===== config.mk =====
export PLATFORM = sky130hd
export DESIGN_NAME = spr_mux_n
export DESIGN_NICKNAME = d
export VERILOG_FILES = /design/src/rtl/spr_mux_n.sv
export SDC_FILE = /design/constraint.sdc
export NUM_CORES = 1
export LEC_CHECK = 0
export ABC_AREA = 1
export CAP_MARGIN = 30
export CORE_UTILIZATION = 56
export DETAILED_ROUTE_END_ITERATION = 16
export PLACE_DENSITY = 0.87
export SLEW_MARGIN = 20
export SYNTH_ARGS = -nofsm -noshare
export SYNTH_HDL_FRONTEND = slang
export SYNTH_SLANG_ARGS = --single-unit

===== constraint.sdc =====
create_clock -name clk_25mhz -period 4.24 [get_ports clk_25mhz]
set_input_delay 0.424 -clock clk_25mhz [delete_from_list [all_inputs] [get_ports clk_25mhz]]
set_output_delay 0.424 -clock clk_25mhz [all_outputs]
set_load 0.01 [all_outputs]

===== src/rtl/spr_mux_n.sv =====
// Multi-sprite compositor: overlays NUM_SPR colour-keyed sprites on the VRAM background
// with fixed index priority, frame-latched positions and a per-frame sprite-0 collision flag.
module spr_mux_n #(
    parameter int unsigned               NUM_SPR = 4,
    parameter int unsigned               SPR_W   = 32,
    parameter int unsigned               SPR_H   = 32,
    parameter int unsigned               COLOR_W = 9,
    parameter logic [COLOR_W-1:0]        TRANSP  = '0,
    parameter int unsigned               PIX_W   = 10
) (
    input  logic                                    clk_25mhz,
    input  logic                                    RST_N,
    input  logic [PIX_W-1:0]                        pixel_x,
    input  logic [PIX_W-1:0]                        pixel_y,
    input  logic                                    vga_block,
    input  logic                                    vga_end,
    input  logic [COLOR_W-1:0]                      vram_dat,
    input  logic [NUM_SPR-1:0]                      spr_en,
    input  logic [NUM_SPR-1:0]                      spr_flip,
    input  logic [NUM_SPR*PIX_W-1:0]                spr_x,
    input  logic [NUM_SPR*PIX_W-1:0]                spr_y,
    output logic [NUM_SPR*$clog2(SPR_W*SPR_H)-1:0]  spram_adr,
    input  logic [NUM_SPR*COLOR_W-1:0]              spram_dat,
    output logic [COLOR_W-1:0]                      vga_dat,
    output logic                                    vga_dat_vld,
    output logic                                    spr_coll
);

    localparam int unsigned CW = $clog2(SPR_W);
    localparam int unsigned RW = $clog2(SPR_H);
    localparam int unsigned AW = CW + RW;
    localparam int unsigned XW = PIX_W + 1;

    logic [NUM_SPR-1:0]       sh_en;
    logic [NUM_SPR-1:0]       sh_flip;
    logic [NUM_SPR*PIX_W-1:0] sh_x;
    logic [NUM_SPR*PIX_W-1:0] sh_y;

    logic [NUM_SPR-1:0]       hit_c;
    logic [NUM_SPR-1:0]       hit_d;
    logic [NUM_SPR-1:0]       opq_c;
    logic                     blk_d;
    logic                     coll_live;
    logic                     coll_c;
    logic [COLOR_W-1:0]       pix_c;

    logic [XW-1:0]            px;
    logic [XW-1:0]            py;
    logic [XW-1:0]            sx;
    logic [XW-1:0]            sy;
    logic                     in_x;
    logic                     in_y;
    logic [CW-1:0]            col;
    logic [RW-1:0]            row;

    // Sprite attributes only change at frame boundaries
    always_ff @(posedge clk_25mhz or negedge RST_N) begin
        if (!RST_N) begin
            sh_en   <= '0;
            sh_flip <= '0;
            sh_x    <= '0;
            sh_y    <= '0;
        end else if (vga_end) begin
            sh_en   <= spr_en;
            sh_flip <= spr_flip;
            sh_x    <= spr_x;
            sh_y    <= spr_y;
        end
    end

    // Stage 0: hit test with one extra bit so right/bottom edges clip instead of wrapping
    always_comb begin
        hit_c     = '0;
        spram_adr = '0;
        px        = {1'b0, pixel_x};
        py        = {1'b0, pixel_y};
        sx        = '0;
        sy        = '0;
        in_x      = 1'b0;
        in_y      = 1'b0;
        col       = '0;
        row       = '0;
        for (int i = 0; i < int'(NUM_SPR); i++) begin
            sx   = {1'b0, sh_x[i*PIX_W +: PIX_W]};
            sy   = {1'b0, sh_y[i*PIX_W +: PIX_W]};
            in_x = (px >= sx) && (px < sx + XW'(SPR_W));
            in_y = (py >= sy) && (py < sy + XW'(SPR_H));
            hit_c[i] = sh_en[i] && in_x && in_y && vga_block;
            col = CW'(pixel_x - sh_x[i*PIX_W +: PIX_W]);
            if (sh_flip[i]) begin
                col = CW'(SPR_W - 1) - col;
            end
            row = RW'(pixel_y - sh_y[i*PIX_W +: PIX_W]);
            if (hit_c[i]) begin
                spram_adr[i*AW +: AW] = {row, col};
            end
        end
    end

    always_ff @(posedge clk_25mhz or negedge RST_N) begin
        if (!RST_N) begin
            hit_d <= '0;
            blk_d <= 1'b0;
        end else begin
            hit_d <= hit_c;
            blk_d <= vga_block;
        end
    end

    // Stage 1: lowest-index opaque sprite wins over the background
    always_comb begin
        opq_c = '0;
        pix_c = vram_dat;
        for (int i = 0; i < int'(NUM_SPR); i++) begin
            opq_c[i] = hit_d[i] && (spram_dat[i*COLOR_W +: COLOR_W] != TRANSP);
        end
        for (int i = int'(NUM_SPR) - 1; i >= 0; i--) begin
            if (opq_c[i]) begin
                pix_c = spram_dat[i*COLOR_W +: COLOR_W];
            end
        end
        coll_c = opq_c[0] && (|(opq_c >> 1));
    end

    always_ff @(posedge clk_25mhz or negedge RST_N) begin
        if (!RST_N) begin
            vga_dat     <= '0;
            vga_dat_vld <= 1'b0;
        end else begin
            vga_dat     <= blk_d ? pix_c : '0;
            vga_dat_vld <= blk_d;
        end
    end

    // Collision accumulates over the frame and is published on the end-of-frame pulse
    always_ff @(posedge clk_25mhz or negedge RST_N) begin
        if (!RST_N) begin
            coll_live <= 1'b0;
            spr_coll  <= 1'b0;
        end else if (vga_end) begin
            spr_coll  <= coll_live | coll_c;
            coll_live <= 1'b0;
        end else if (coll_c) begin
            coll_live <= 1'b1;
        end
    end

endmodule


# Word level (Yosys, flattened, before mapping)
# Cells that the tools add are included.
[op_classes] n_addsub=20 n_mux=15 reduce_logical=31 order_cmp=16 bitwise_logic=1
[op_table] op="adder 10 x 6 -> 11 bit (second input constant)" count=8
[op_table] op="< comparator 10 x 11 -> 1 bit" count=8
[op_table] op="greater-or-equal comparator 10 bit" count=8
[op_table] op="two-way mux 9 bit" count=5
[op_table] op="two-way mux 10 bit" count=4
[op_table] op="subtractor 5 bit" count=8
[op_table] op="nonzero test 9 bit" count=4
[op_table] op="logical AND 1 bit" count=25
[op_table] op="two-way mux 5 bit" count=4
[op_table] op="subtractor 5 bit (first input constant)" count=4
[op_table] op="OR reduction 3 bit" count=1
[op_table] op="two-way mux 1 bit" count=2
[op_table] op="nonzero test 2 bit" count=1
[op_table] op="OR 1 bit" count=1
[totals] out_inout_bits=51 inputBits=157 word_cells=93 regBits=105

# Logic depth before layout (Yosys ltp)
# Gate-level depths: netlist (run 1).
[depth] word_depth=7 mapped_depth=13 depth_no_buf=12

# Worst setup path after synthesis (run 1)
# Ideal clock, no wire load.
[synth_timing] kind="flip-flop to output port" startpoint="reg sh_x[5]" endpoint="out spram_adr[0]" n_path_buf=1 stages_incl_launch_ff=11 required_ns=3.816 arrival_time_ns=1.808 slack_ns=2.008 path_cell_list="dfrtp_1 ha_1 inv_1 ha_1 a21o_1 nor2_1 nand2_1 nand2_1 a21oi_1 buf_4 nor3_2"
[synth_between] elab_chain_cells=7 elab_cells_between_ends=8 classes_between="1 x add/sub; 2 x order compare; 1 x mux; 4 x reduce/logical"
[synth_rtl] element="start, declared" line_no="36" rtl="logic [NUM_SPR*PIX_W-1:0] sh_x;"
[synth_rtl] element="start signal, assigned" line_no="66" rtl="sh_x <= spr_x;"
[synth_rtl] element="adder 10 x 6 -> 11 bit" line_no="86" rtl="in_x = (px >= sx) && (px < sx + XW'(SPR_W));"
[synth_rtl] element="< comparator 10 x 11 -> 1 bit" line_no="86"
[synth_rtl] element="logical AND 1 bit *" line_no="86"
[synth_rtl] element="logical AND 1 bit * (3 in series)" line_no="88" rtl="hit_c[i] = sh_en[i] && in_x && in_y && vga_block;"
[synth_rtl] element="two-way mux 10 bit *" line_no="94" rtl="if (hit_c[i]) begin"
[synth_rtl] element="end, declared" line_no="22" rtl="output logic [NUM_SPR*$clog2(SPR_W*SPR_H)-1:0] spram_adr,"
# Mark *: on every way between the ends. The rest lies on a longest branch, timed or not.

# Worst setup path after layout (run 1)
[layout_timing] startpoint="in pixel_y[1]" endpoint="out spram_adr[36]"
[layout_between] elab_chain_cells=5 elab_cells_between_ends=7 classes_between="1 x add/sub; 2 x order compare; 1 x mux; 3 x reduce/logical"
[layout_rtl] element="start, declared" line_no="14" rtl="input logic [PIX_W-1:0] pixel_y,"
[layout_rtl] element="< comparator 10 x 11 -> 1 bit / greater-or-equal comparator 10 bit (equally long branches)" line_no="87" rtl="in_y = (py >= sy) && (py < sy + XW'(SPR_H));"
[layout_rtl] element="logical AND 1 bit" line_no="87"
[layout_rtl] element="logical AND 1 bit (2 in series)" line_no="88"
[layout_rtl] element="two-way mux 10 bit *" line_no="94"
# Marked as above.

==> flow_metrics.py, run 1 <==
metrics = {
    "run_status": {
        "run_status": "finished, final reports clean",
    },
    "worst_setup_path": {
        "timing.critical_path.slowest_cell_delay_ps": 820,
        "path_max_fanout": 11,
        "path_buf_inv": 2,
        "critical_path.top_delay_family": "buffers and inverters",
        "slowest_stage": "sky130_fd_sc_hd__clkdlybuf4s50_1",
        "setup.worst_path.end_class": "output pin",
        "crit_path_frequent_cell": "sky130_fd_sc_hd__nand2_1",
        "worstSetupPathType": "primary input to output pin",
        "worstSetupStartpointType": "primary input",
        "arrival_time_of_the_worst_setup_path_ps": 3380,
        "crit_path_cells": "clkdlybuf4s50_1, ha_1, nand3_1, nand2_1, nand2_1, nand2_1, nand2_1, nand2_1, nand2_1, nand3_2, nor3_2, clkdlybuf4s50_1",
        "critical_path_required_ps": 3820,
    },
    "drt": {
        "vias": 9100,
        "dr.first_iter.drc_count": 574,
        "post_drt_wl_per_cell_um": 15.6,
        "drtPass1Iterations": 5,
        "totalWireLength_mm": 26.3,
        "drc": 0,
        "viasPerCell": 5.39,
        "postRouteAntennaNets": 0,
    },
    "floorplanning": {
        "design.die.area_um2": 17300,
        "top_level_ports": 208,
        "floorplan.initialDensity": 0.570,
        "fp.coreArea_um2": 16500,
        "num_rows": 47,
        "floorplan.die.width_um": 132,
        "fp.dieH_um": 132,
    },
    "cts": {
        "cts_resized": 0,
        "cts_setup_buffers": 0,
        "clock_tree.root_cell": "sky130_fd_sc_hd__clkbuf_16",
        "hold_buf_count_cts": 0,
        "tritoncts": "built",
        "insertion_delay_ps": 370,
        "cts_max_level": 3,
        "clk_transition_reported_paths_ps": 70,
        "clock_path_buffers": 2,
        "cts_made_buffers": 9,
        "clkSinkCount": 105,
    },
    "synth": {
        "synth_area_per_cell_um2": 7.42,
        "synthFlopType": "sky130_fd_sc_hd__dfrtp_1",
        "yosys.cell_types.count": 35,
        "synth.ff_latch_count": 105,
        "synth_area_um2": 9410,
        "yosysSeqAreaShare": 0.279,
        "postSynth.asyncResetShare": 1.00,
        "synth.net_count": 1562,
        "synth-warning-count": 0,
        "postSynthCellCount": 1269,
        "synth-edff-count": 0,
    },
    "timing": {
        "setup_total_negative_slack_ps": 0,
        "setup_viol_count_final": 0,
        "max_freq_ghz": 0.263,
        "maxSlewHeadroom": 0.550,
        "rsz_0062_raised_after_global_routing": "no",
        "final_period_minus_worst_setup_slack_ps": 3800,
        "timing.final.crit_share": 0.897,
        "drv_slew": 0,
        "hold_viol": 0,
        "final.setup_skew_ps": 7.81,
        "final_hold_slack_ps": 44.7,
        "worstMarginPinSlew_ps": 671,
    },
    "placed_design": {
        "port-buffer-count": 207,
        "place.detailed.hpwl_mm": 20.5,
        "post-place-cells": 1671,
        "gp_congestion": 0.978,
    },
    "power": {
        "max-vdd-ir-drop_mv": 0.204,
        "power.static_leakage_uw": 0.00596,
        "pwr_density_cell_nw_per_um2": 285,
    },
    "layout": {
        "post_route_cells_drive_above_1_share": 0.0723,
        "syn2layout_area_growth_pct": 27.4,
        "fin_cells": 1687,
        "finalNetCount": 1755,
        "antenna_cells": 0,
    },
    "grt": {
        "grt_remaining_overflow": 0,
        "grt_max_degree": 74,
        "grt_first_pass_wirelength_mm": 43.4,
        "grt_antenna_before_repair": 0,
        "grt_pass1_vias": 9230,
        "grt.total_usage": 0.315,
    },
    "job": {
        "max_cap_viol_count": 0,
    },
    "hold_path": {
        "hp-class": "primary input to asynchronous set/reset pin",
    },
}
-- sequential cells by signal (all words and copies together), names as in the netlist --
name / flops
sh_flip: 4
vga_dat_vld: 1
sh_y: 40
vga_dat: 9
spr_coll: 1
coll_live: 1
sh_en: 4
blk_d: 1
sh_x: 40
hit_d: 4
-- path summary, 6_finish.rpt --
check                           start             to  slack (ps)  cells past startpoint
min in group clk_25mhz        vga_end       sh_y[30]         400                      3
hold reg to reg              sh_y[20]       sh_y[20]         480                      2
setup reg to reg              sh_y[5]       hit_d[0]        1940                     12
setup / recovery           pixel_y[1]  spram_adr[36]         440                     12
max in group asynchronous       RST_N       sh_x[28]        3260                      2
hold / removal                  RST_N        sh_y[2]          40                      1
-- final cells by class --
cell class | count | area [um2]
clock buffer | 10 | 239
fill | 1304 | 4540
clock inverter | 6 | 115
inverter | 177 | 664
sequential | 105 | 2630
multi-input combinational | 952 | 5930
tap | 220 | 275
timing repair buffer | 217 | 2140
-- per-stage QoR --
step	worst slack [ps]	utilization	instance area [um2]	total power [uW]
6_report	437	0.726	12000	3410
2_1_floorplan	2010	-	9410	1960
3_3_place_gp	537	0.704	11600	2360
5_1_grt	318	0.726	12000	3620
3_5_place_dp	516	0.704	11600	2400
4_1_cts	445	0.726	12000	3420
-- where the power goes --
group	internal (uW)	leakage, uW	switching (uW)
Sequential	1080	0.00129	63.4
Clock	596	0.000169	407
Combinational	545	0.00450	715
-- metal layers --
layer	up-vias	wire length, um	global-route usage
met2	364	12600	0.544
met5	-	0	0
li1	4457	-	-
met4	0	1190	0.166
met3	93	1730	0.0517
met1	4186	10800	0.376
-- cells in the mapped netlist, types with 12 or more instances --
cell | n | share of area
sky130_fd_sc_hd__a21oi_1 | 55 | 0.029
sky130_fd_sc_hd__clkbuf_1 | 17 | 0.0068
sky130_fd_sc_hd__dfrtp_1 | 105 | 0.28
sky130_fd_sc_hd__ha_1 | 128 | 0.17
sky130_fd_sc_hd__inv_1 | 162 | 0.065
sky130_fd_sc_hd__nand2_1 | 364 | 0.15
sky130_fd_sc_hd__nand3_1 | 61 | 0.032
sky130_fd_sc_hd__nand4_1 | 13 | 0.0086
sky130_fd_sc_hd__nor2_1 | 72 | 0.029
sky130_fd_sc_hd__nor2_2 | 12 | 0.0080
sky130_fd_sc_hd__nor3_2 | 38 | 0.040
sky130_fd_sc_hd__o21ai_0 | 89 | 0.047
sky130_fd_sc_hd__xnor2_1 | 35 | 0.033
sky130_fd_sc_hd__xor2_1 | 29 | 0.027
-- placed cells by master, fill, tap and decap left out, types with 5 or more instances in the layout --
| master | synthesis | final |
|---|---|---|
| sky130_fd_sc_hd__clkdlybuf4s50_1 | 0 | 205 |
| sky130_fd_sc_hd__fa_1 | 8 | 8 |
| sky130_fd_sc_hd__nand3_2 | 6 | 6 |
| sky130_fd_sc_hd__xor2_1 | 29 | 29 |
| sky130_fd_sc_hd__clkinv_1 | 5 | 5 |
| sky130_fd_sc_hd__nand4_1 | 13 | 13 |
| sky130_fd_sc_hd__clkbuf_16 | 0 | 9 |
| sky130_fd_sc_hd__nor3_1 | 10 | 10 |
| sky130_fd_sc_hd__inv_1 | 162 | 162 |
| sky130_fd_sc_hd__nor3_2 | 38 | 38 |
| sky130_fd_sc_hd__nand3_1 | 61 | 61 |
| sky130_fd_sc_hd__xnor2_1 | 35 | 35 |
| sky130_fd_sc_hd__inv_2 | 10 | 10 |
| sky130_fd_sc_hd__buf_4 | 4 | 12 |
| sky130_fd_sc_hd__nor2_2 | 12 | 12 |
| sky130_fd_sc_hd__o21ai_0 | 89 | 89 |
| sky130_fd_sc_hd__a21oi_1 | 55 | 55 |
| sky130_fd_sc_hd__ha_1 | 128 | 128 |
| sky130_fd_sc_hd__dfrtp_1 | 105 | 105 |
| sky130_fd_sc_hd__nor2_1 | 72 | 72 |
| sky130_fd_sc_hd__nand2_1 | 364 | 364 |
-- worst register-to-register path, delay by kind of cell (launching register included) --
kind | cells | cell delay (ps)
buf+inv | 2 | 120
flops | 1 | 420
fa+ha+maj | 2 | 580
simple gates | 7 | 930
compound gates | 1 | 140
-- logic make-up (layout without fill, tap and decap cells) --
| kind of cell | after synthesis | in the layout | share of synthesized area |
|---|---|---|---|
| AO/OA/AOI/OAI | 163 | 163 | 0.0911 |
| flip-flops | 105 | 105 | 0.279 |
| AND/OR/NAND/NOR | 589 | 589 | 0.292 |
| adder cells (fa/ha/maj) | 136 | 136 | 0.187 |
| XOR/XNOR | 64 | 64 | 0.0596 |
| buffers and inverters | 212 | 410 | 0.0912 |
No activity file was read; power rests on OpenSTA's default activity.
==> inputs of run 2 (changes only) <==
Settings changed: CORE_UTILIZATION 56 to 52, PLACE_DENSITY 0.87 to 0.82.
Clock period 4.24 ns to 4 ns, I/O delays scaled along.
==> flow_metrics.py, run 2 (synthesis gave the netlist of run 1 again) <==
metrics = {
    "timing": {
        "setup_viol_count_final": 0,
        "hold_viol": 0,
        "max_freq_ghz": 0.264,
        "final_period_minus_worst_setup_slack_ps": 3790,
        "maxSlewHeadroom": 0.432,
        "rsz_0062_raised_after_global_routing": "no",
        "timing.final.crit_share": 0.948,
        "final.setup.worst_slack_ps": 208,
        "final.setup_skew_ps": 8.70,
        "drv_slew": 0,
        "worstMarginPinSlew_ps": 852,
        "setup_total_negative_slack_ps": 0,
    },
    "grt": {
        "grt_pass1_vias": 8749,
        "grt_max_degree": 100,
        "grt_first_pass_wirelength_mm": 41.8,
        "grt_antenna_before_repair": 0,
        "grt.total_usage": 0.291,
        "grt_remaining_overflow": 0,
    },
    "power": {
        "p_sw_frac": 0.352,
        "power.share.clock": 0.288,
        "pwr_density_cell_nw_per_um2": 298,
        "fin_total_pwr_uw": 3570,
        "part_of_the_power_in_combinational_logic": 0.371,
        "power_switching_uw": 1260,
        "share_seq_of_total_power": 0.341,
        "max-vdd-ir-drop_mv": 0.215,
        "power.static_leakage_uw": 0.00595,
        "power.internal_uw": 2310,
    },
    "worst_setup_path": {
        "critical_path.top_delay_family": "buffers and inverters",
        "critical_path_required_ps": 3600,
        "setup.worst_path.end_class": "output pin",
        "worstSetupPathType": "primary input to output pin",
        "worstSetupStartpointType": "primary input",
        "reg2reg_from": "sh_y[5]",
        "crit_path_cells": "clkdlybuf4s50_1, ha_1, nand2_1, nor2_1, nand3_1, nand4_1, nand2_1, clkinv_1, nand3_2, nor3_1, clkdlybuf4s50_1",
        "timing.critical_path.slowest_cell_delay_ps": 750,
        "path_buf_inv": 3,
        "slowest_stage": "sky130_fd_sc_hd__clkdlybuf4s50_1",
        "arrival_time_of_the_worst_setup_path_ps": 3390,
        "critical_path.reg2reg.endpoint": "hit_d[0]",
        "r2r.worst_path.cells": 12,
        "rrSetupSlack_ps": 1750,
        "path_max_fanout": 11,
    },
    "cts": {
        "cts_max_level": 3,
        "cts_made_buffers": 9,
        "clk_transition_reported_paths_ps": 80,
        "clkSinkCount": 105,
        "insertion_delay_ps": 370,
        "tritoncts": "built",
        "clock_tree.root_cell": "sky130_fd_sc_hd__clkbuf_16",
        "cts_setup_buffers": 0,
        "clock_path_buffers": 2,
        "cts_resized": 0,
        "hold_buf_count_cts": 0,
    },
    "hold_path": {
        "hp-class": "primary input to asynchronous set/reset pin",
    },
    "placed_design": {
        "place.detailed.hpwl_mm": 20.6,
        "port-buffer-count": 207,
        "preCtsSetupSlack_ps": 292,
        "post-place-cells": 1673,
        "gp_congestion": 0.986,
    },
    "drt": {
        "dr.first_iter.drc_count": 508,
        "viasPerCell": 5.30,
        "drc": 0,
        "vias": 8955,
        "post_drt_wl_per_cell_um": 15.6,
        "totalWireLength_mm": 26.4,
        "drtPass1Iterations": 5,
        "postRouteAntennaNets": 0,
    },
    "layout": {
        "layout.cells.most_common": "sky130_fd_sc_hd__nand2_1",
        "antenna_cells": 0,
        "post_route_cells_drive_above_1_share": 0.0704,
        "fillerInstances": 1484,
        "regs_by_ff_count": "sh_x x40, sh_y x40, vga_dat x9",
        "final_util": 0.684,
        "syn2layout_area_growth_pct": 27.1,
        "layout.cells.most_common_list": "sky130_fd_sc_hd__nand2_1 (364), sky130_fd_sc_hd__clkdlybuf4s50_1 (205), sky130_fd_sc_hd__inv_1 (162)",
        "finalNetCount": 1752,
        "fin_cells": 1689,
    },
    "floorplanning": {
        "fp.coreArea_um2": 17500,
        "fp.dieH_um": 137,
        "floorplan.initialDensity": 0.539,
        "top_level_ports": 208,
        "num_rows": 48,
        "floorplan.die.width_um": 137,
        "design.die.area_um2": 18600,
    },
    "job": {
        "max_cap_viol_count": 0,
    },
    "run_status": {
        "run_status": "finished, final reports clean",
    },
}
==> run 2: cell types whose count changed in the layout (fill, tap and decap cells not counted), sizes merged <==
cell / previous run / this run
buf: 12 / 9
bufinv: 3 / 2
clkbuf: 10 / 11
clkinvlp: 1 / 0
inv: 172 / 173
==> run 2: worst register-to-register path, cell delays in order, from the launching register on <==
cell                      delay, ps
sky130_fd_sc_hd__dfrtp_1        410
sky130_fd_sc_hd__ha_1           300
sky130_fd_sc_hd__inv_1           40
sky130_fd_sc_hd__ha_1           280
sky130_fd_sc_hd__inv_1           80
sky130_fd_sc_hd__nor2_1          40
sky130_fd_sc_hd__a21oi_1        150
sky130_fd_sc_hd__nand2_1         80
sky130_fd_sc_hd__nand2_1         60
sky130_fd_sc_hd__nand2_1         50
sky130_fd_sc_hd__nand2_1         70
sky130_fd_sc_hd__nand3_2        350
sky130_fd_sc_hd__nor2_2         260
==> run 2: worst max-delay path by stage <==
stage | from | slack (ps) | cells after the start | to
2_1_floorplan | sh_x[5] | 1790 | 10 | spram_adr[0]
3_3_place_gp | pixel_x[1] | 380 | 11 | spram_adr[19]
3_5_place_dp | pixel_x[1] | 290 | 11 | spram_adr[19]
4_1_cts | pixel_x[1] | 210 | 11 | spram_adr[9]
5_1_grt | pixel_x[1] | 40 | 11 | spram_adr[9]
6_report | pixel_x[1] | 210 | 11 | spram_adr[9]
==> run 2: area by class of cell <==
type	count	area, um2	share of cell area
Multi-Input combinational cell	952	5930	0.496
Sequential cell	105	2630	0.220
Timing Repair Buffer	214	2120	0.177
Inverter	177	664	0.0556
Tap cell	225	282	0.0235
Clock buffer	11	253	0.0211
Clock inverter	5	86.3	0.00722
==> run 2: metal layers <==
layer	track usage	vias to the layer above	wire, um
met5	0	-	0
met4	0.151	0	1050
met3	0.0389	70	1710
met2	0.504	322	12600
met1	0.353	4111	11100
li1	-	4452	-
==> run 2: power groups by stage <==
stage | clock network, uW | registers (uW) | logic, uW
after global routing | 1080 | 1230 | 1480
after floorplan | 0 | 1220 | 866
final | 1030 | 1220 | 1320
after global placement | 0 | 1230 | 1270
after detailed placement | 0 | 1240 | 1310
after CTS | 1040 | 1220 | 1320
==> run 2: through the flow <==
step	hold WS, ps	instance area [um2]
2_1_floorplan	104	9410
3_3_place_gp	413	11600
3_5_place_dp	420	11600
4_1_cts	33.5	12000
5_1_grt	47.1	12000
6_report	7.64	12000
